### src/rtl/trace_capture_unit_pkg.sv
// Shared types for the trace capture unit.
// Covers FSM state encoding, stop modes and a capture-state helper.
package trace_capture_unit_pkg;

    typedef enum logic [1:0] {
        ST_IDLE  = 2'd0,
        ST_ARMED = 2'd1,
        ST_POST  = 2'd2,
        ST_DONE  = 2'd3
    } trace_state_e;

    localparam logic [1:0] MODE_CONT = 2'd0;
    localparam logic [1:0] MODE_FULL = 2'd1;
    localparam logic [1:0] MODE_TRIG = 2'd2;

    function automatic logic is_capturing(input trace_state_e s);
        return (s == ST_ARMED) || (s == ST_POST);
    endfunction

endpackage

### src/rtl/trace_capture_unit_ram.sv
// Simple dual-port trace RAM with a synchronous write and a registered read.
// There is no reset, and a read of the entry being written returns the old data.
module trace_capture_unit_ram #(
    parameter int W     = 64,
    parameter int DEPTH = 64,
    localparam int AW   = $clog2(DEPTH)
) (
    input  logic          clk,
    input  logic          we,
    input  logic [AW-1:0] waddr,
    input  logic [W-1:0]  wdata,
    input  logic [AW-1:0] raddr,
    output logic [W-1:0]  rdata
);

    logic [W-1:0] mem [DEPTH];
    logic [W-1:0] rd_q;
    logic [W-1:0] rd_d;

    always_comb begin
        rd_d = mem[raddr];
    end

    always_ff @(posedge clk) begin
        if (we) begin
            mem[waddr] <= wdata;
        end
        rd_q <= rd_d;
    end

    assign rdata = rd_q;

endmodule

### src/rtl/trace_capture_unit.sv
// On-chip trace buffer that captures NCHAN words per strobe into a circular RAM.
// It provides a ch0 trigger, three stop modes and an oldest-first registered readout.
module trace_capture_unit
    import trace_capture_unit_pkg::*;
#(
    parameter int DATA_W    = 32,
    parameter int NCHAN     = 2,
    parameter int DEPTH     = 64,
    parameter int POST_TRIG = 16
) (
    input  logic                                    iCLK,
    input  logic                                    iRST,
    input  logic                                    iArm,
    input  logic [1:0]                              iMode,
    input  logic                                    iEnable,
    input  logic                                    iSample,
    input  logic [NCHAN*DATA_W-1:0]                 iChan,
    input  logic                                    iTrigEn,
    input  logic [DATA_W-1:0]                       iTrigValue,
    input  logic [$clog2(DEPTH)-1:0]                iRdAddr,
    input  logic [((NCHAN>1)?$clog2(NCHAN):1)-1:0]  iRdChan,
    output logic [DATA_W-1:0]                       oRdData,
    output logic [$clog2(DEPTH):0]                  oCount,
    output logic                                    oTriggered,
    output logic                                    oWrapped,
    output logic                                    oDone,
    output logic [1:0]                              oState
);

    localparam int AW = $clog2(DEPTH);
    localparam int CW = (NCHAN > 1) ? $clog2(NCHAN) : 1;
    localparam int RW = NCHAN * DATA_W;
    localparam logic [AW:0]   FULL      = (AW+1)'(DEPTH);
    localparam logic [AW:0]   FULL_M1   = (AW+1)'(DEPTH - 1);
    localparam logic [AW-1:0] POST_LOAD = AW'(POST_TRIG);
    localparam logic [AW-1:0] POST_ONE  = AW'(1);

    trace_state_e  state_q, state_d;
    logic [1:0]    mode_q, mode_d;
    logic [AW-1:0] wr_ptr_q, wr_ptr_d;
    logic [AW:0]   count_q, count_d;
    logic [AW-1:0] post_q, post_d;
    logic          trig_q, trig_d;
    logic          wrap_q, wrap_d;
    logic          rd_ok_q, rd_ok_d;
    logic [CW-1:0] rd_chan_q, rd_chan_d;

    logic          we;
    logic          trig_hit;
    logic [AW-1:0] rd_phys;
    logic [RW-1:0] ram_rdata;
    logic [DATA_W-1:0] rd_mux;

    always_comb begin
        state_d   = state_q;
        mode_d    = mode_q;
        wr_ptr_d  = wr_ptr_q;
        count_d   = count_q;
        post_d    = post_q;
        trig_d    = trig_q;
        wrap_d    = wrap_q;
        we        = 1'b0;
        trig_hit  = 1'b0;
        rd_phys   = wr_ptr_q - count_q[AW-1:0] + iRdAddr;
        rd_ok_d   = ({1'b0, iRdAddr} < count_q) &&
                    (32'(iRdChan) < 32'(NCHAN));
        rd_chan_d = iRdChan;

        if (iArm) begin
            state_d  = ST_ARMED;
            mode_d   = iMode;
            wr_ptr_d = '0;
            count_d  = '0;
            post_d   = '0;
            trig_d   = 1'b0;
            wrap_d   = 1'b0;
        end else if (is_capturing(state_q) && iSample && iEnable) begin
            we       = 1'b1;
            wr_ptr_d = wr_ptr_q + 1'b1;
            if (count_q == FULL) begin
                wrap_d = 1'b1;
            end else begin
                count_d = count_q + 1'b1;
            end
            trig_hit = (state_q == ST_ARMED) && iTrigEn && !trig_q &&
                       (iChan[DATA_W-1:0] == iTrigValue);
            if (trig_hit) begin
                trig_d = 1'b1;
            end
            // Post-trigger countdown, trigger entry, then fill-stop, in priority order
            if (state_q == ST_POST) begin
                post_d = post_q - 1'b1;
                if (post_q == POST_ONE) begin
                    state_d = ST_DONE;
                end
            end else if (trig_hit && (mode_q == MODE_TRIG)) begin
                if (POST_TRIG == 0) begin
                    state_d = ST_DONE;
                end else begin
                    post_d  = POST_LOAD;
                    state_d = ST_POST;
                end
            end else if ((mode_q == MODE_FULL) && (count_q == FULL_M1)) begin
                state_d = ST_DONE;
            end
        end
    end

    always_ff @(posedge iCLK) begin
        if (iRST) begin
            state_q   <= ST_IDLE;
            mode_q    <= MODE_CONT;
            wr_ptr_q  <= '0;
            count_q   <= '0;
            post_q    <= '0;
            trig_q    <= 1'b0;
            wrap_q    <= 1'b0;
            rd_ok_q   <= 1'b0;
            rd_chan_q <= '0;
        end else begin
            state_q   <= state_d;
            mode_q    <= mode_d;
            wr_ptr_q  <= wr_ptr_d;
            count_q   <= count_d;
            post_q    <= post_d;
            trig_q    <= trig_d;
            wrap_q    <= wrap_d;
            rd_ok_q   <= rd_ok_d;
            rd_chan_q <= rd_chan_d;
        end
    end

    trace_capture_unit_ram #(
        .W     (RW),
        .DEPTH (DEPTH)
    ) u_ram (
        .clk   (iCLK),
        .we    (we),
        .waddr (wr_ptr_q),
        .wdata (iChan),
        .raddr (rd_phys),
        .rdata (ram_rdata)
    );

    always_comb begin
        rd_mux = '0;
        for (int i = 0; i < NCHAN; i++) begin
            if (rd_chan_q == CW'(i)) begin
                rd_mux = ram_rdata[i*DATA_W +: DATA_W];
            end
        end
    end

    assign oRdData    = rd_ok_q ? rd_mux : '0;
    assign oCount     = count_q;
    assign oTriggered = trig_q;
    assign oWrapped   = wrap_q;
    assign oDone      = (state_q == ST_DONE);
    assign oState     = state_q;

endmodule

### config.mk
export PLATFORM = sky130hd
export DESIGN_NAME = trace_capture_unit
export DESIGN_NICKNAME = d
export VERILOG_FILES = /design/src/rtl/trace_capture_unit_pkg.sv /design/src/rtl/trace_capture_unit_ram.sv /design/src/rtl/trace_capture_unit.sv
export SDC_FILE = /design/constraint.sdc
export NUM_CORES = 2
export LEC_CHECK = 0
export CAP_MARGIN = 15
export CORE_ASPECT_RATIO = 1.75
export CORE_MARGIN = 1
export CORE_UTILIZATION = 60
export CTS_CLUSTER_DIAMETER = 40
export DETAILED_ROUTE_END_ITERATION = 8
export GPL_ROUTABILITY_DRIVEN = 0
export GPL_TIMING_DRIVEN = 1
export PLACE_DENSITY = 0.76
export SLEW_MARGIN = 10
export SYNTH_ARGS = -nofsm -noshare
export SYNTH_HDL_FRONTEND = slang
export SYNTH_SLANG_ARGS = --single-unit
### constraint.sdc
create_clock -name iCLK -period 8.8 [get_ports iCLK]
set_input_delay 1.32 -clock iCLK [delete_from_list [all_inputs] [get_ports iCLK]]
set_output_delay 1.32 -clock iCLK [all_outputs]
set_load 0.05 [all_outputs]
==> flow_summary.yaml <==
status:
  outcome: "finished clean"
routing:
  viasPerCell: 7.341
  drc: 0
  drtAntennaViolNets: 0
  vias: 78140
  first_pass_iters: 8
  wirelength_um: 463200
  drt-wirelength-per-cell_um: 43.51
  detail_route.iter0.violations: 12970
clocking:
  cts_tree: "yes"
  cts_sinks: 4187
  post_cts_buffers: 0
  post_cts_resized: 0
  clk_latency_ps: 940
  clk_pin_slew_worst_paths_ps: 70
  cts_root_buf: "clkbuf_16"
  cts_inserted_buffers: 364
  clk_path_buf_depth: 4
  htree_levels: 5
  cts_hold_buffers: 0
flow_run:
  max-cap-violations: 0
global_routing:
  gr-total-overflow: 0
  grt_pass1_wl_um: 630500
  grt_max_degree: 131
  antenna_found_initial: 29
  grt_pass1_vias: 78530
  track_usage: 0.3501
worst_hold_path:
  hold_path.class: "flip-flop to flip-flop"
timing:
  period_share: 0.6271
  fin_ws_ps: 3281
  finalCriticalPeriod_ps: 5519
  whs_ps: 535.0
  fin_skew_ps: 97.21
  slew_headroom: 0.1226
  fin_tns_setup_ps: 0
  hold_violations: 0
  rsz0062_at_grt: "no"
  setup-violations-final: 0
  tightest_slew_ps: 1313
  slew_violations: 0
  fmax_mhz: 181.2
critical_path:
  crit_fanout: 102
  cp.arrival_ps: 6270
  cp.required_ps: 9560
  critPathKind: "primary input to flip-flop"
  startpoint_type: "primary input"
  endpoint_kind: "flip-flop"
logic_synthesis:
  yosys_warnings: 0
  syn-cell-area_mm2: 0.1596
  synth_top_family_by_area: "multiplexers"
  synth-seq-area-share: 0.7823
  yosys.area_share.simple: 0.006344
  syn_inst: 6353
  synth_enable_flop_cells: 4096
  synth_compound_area_frac: 0.001349
  ys_ff_latch: 4187
  async_flop_share: 0
  synth_fa_ha_area_frac: 0.002117
  yosys.area_share.xor_xnor: 0.002580
  syn_nets: 6488
  ys_types: 43
  yosys_most_used_dff: "edfxtp_1"
  avgSynthCellArea_um2: 25.12
  synth.area.mux_share: 0.1949
placement:
  placed_area_mm2: 0.1667
  pre_cts_ws_ps: 2444
  place.detailed.hpwl_um: 228000
  port_buffers: 154
power_and_ir_drop:
  p_sw_mw: 9.991
  comb_power_share: 0.087
  leakage_nw: 55.73
  p_int_mw: 32.81
  pwr-share-clk: 0.387
  p_per_area_mw_per_mm2: 239.3
  switching_share: 0.2334
  seqPwrFrac: 0.526
  vdd_drop_max_mv: 0.1922
floorplanning:
  num_io_pins: 155
  die-width_um: 391.8
  start_util: 0.6030
  dieArea_mm2: 0.2681
  rows: 250
  core-area_mm2: 0.2646
  chipHeight_um: 684.2
final_layout:
  drive_gt1_frac: 0.3139
  design_area_mm2: 0.1789
  area_growth_pct: 12.11
  final_core_util: 0.6760
  fin_nets: 6946
cells in the final DEF, fill, tap and decap left out, types with 28 or more instances in the layout:
cell                n
buf_12             40
buf_2              49
buf_4             217
bufinv_16          39
clkbuf_1           60
clkbuf_16         374
clkdlybuf4s50_1   105
clkinv_1           42
clkinv_2           64
dfxtp_1            90
edfxtp_1         4096
inv_1              30
mux2i_1           227
mux4_2           1280
nor2_1             28
nor2_4             52
nor2b_1            33
xnor2_1            30
worst max-delay path, stage by stage:
cell             delay (ps)
clkdlybuf4s50_1         520
inv_1                   100
fa_1                    540
fa_4                   1450
buf_12                  540
buf_4                   430
mux4_2                  360
mux4_2                  520
mux2i_1                 240
mux2i_1                 130
area by class of cell:
class	count	area [um^2]
Inverter	31	116.4
Antenna cell	8	20.02
Clock inverter	216	2370
Clock buffer	447	9763
Tap cell	3528	4414
Sequential cell	4187	124800
Fill cell	15230	85740
Timing Repair Buffer	413	3781
Multi-Input combinational cell	1814	33600
cell usage after synthesis, types with 2 or more instances:
| master | count | area share |
|---|---|---|
| edfxtp_1 | 4096 | 0.77 |
| mux4_2 | 1280 | 0.18 |
| mux2i_1 | 227 | 0.014 |
| clkbuf_1 | 150 | 0.0035 |
| buf_2 | 103 | 0.0032 |
| dfxtp_1 | 91 | 0.011 |
| nor2_1 | 80 | 0.0019 |
| nor2b_1 | 33 | 0.0013 |
| xnor2_1 | 33 | 0.0018 |
| buf_1 | 31 | 0.00073 |
| inv_1 | 30 | 0.00071 |
| buf_6 | 20 | 0.0014 |
| ha_1 | 19 | 0.0015 |
| buf_4 | 17 | 0.00080 |
| nor3_1 | 17 | 0.00053 |
| nand2_1 | 15 | 0.00035 |
| a21oi_1 | 14 | 0.00044 |
| nand4_1 | 14 | 0.00055 |
| xor2_1 | 14 | 0.00077 |
| nand3_1 | 13 | 0.00041 |
| a21o_1 | 7 | 0.00033 |
| nand3b_1 | 6 | 0.00028 |
| or2_2 | 6 | 0.00024 |
| fa_1 | 5 | 0.00063 |
| nor4_1 | 5 | 0.00020 |
| or3_1 | 4 | 0.00016 |
| o21ai_0 | 3 | 0.000094 |
| a211oi_1 | 2 | 0.000094 |
| a31oi_1 | 2 | 0.000078 |
| nand2b_1 | 2 | 0.000078 |
| nand4b_1 | 2 | 0.00011 |
registers in the layout, summed over array words and instances, names as in the netlist:
name	flops
rd_chan_q	1
post_q	6
rd_ok_q	1
oCount	7
oState	2
oTriggered	1
oWrapped	1
u_ram.mem	4096
mode_q	2
wr_ptr_q	6
u_ram.rdata	64
power groups by stage:
stage / combinational (mW) / sequential (mW) / clock (mW)
2_1_floorplan: 2.39 / 22.5 / 0
3_3_place_gp: 3.58 / 22.9 / 0
3_5_place_dp: 3.64 / 22.9 / 0
4_1_cts: 3.72 / 22.5 / 16.6
5_1_grt: 3.86 / 22.4 / 17.3
6_report: 3.73 / 22.5 / 16.6
path summary, 6_finish.rpt:
check,slack (ps),startpoint,depth (start not counted),end
hold / removal,530,mode_q[0],2,mode_q[0]
setup reg to reg,3490,wr_ptr_q[0],12,u_ram.rdata[48]
hold reg to reg,530,mode_q[0],2,mode_q[0]
setup / recovery,3280,iRdAddr[1],10,u_ram.rdata[48]
cell families after synthesis:
| logic type | after synthesis |
|---|---|
| xor gates and xnor gates | 47 |
| AOI/OAI and AO/OA | 34 |
| and+or+nand+nor | 202 |
| adders and majority gates | 24 |
| DFF | 4187 |
| buffers and inverters | 352 |
| muxes | 1507 |
layer usage:
metal  vias up  track usage  routed length (um)
met5         -            0                 115
met4        18       0.2276               37570
li1      28400            -                   -
met1     40940       0.4238              140000
met3      1652      0.08778               59390
met2      7127       0.5630              226000
through the flow:
stage | power (mW) | cells
after detailed placement | 26.54 | 9970
after floorplan | 24.88 | 6353
after global placement | 26.48 | 9966
after global routing | 43.60 | 10640
after CTS | 42.80 | 10630
final | 42.80 | 10640
Power figures use the tool's default switching activity.
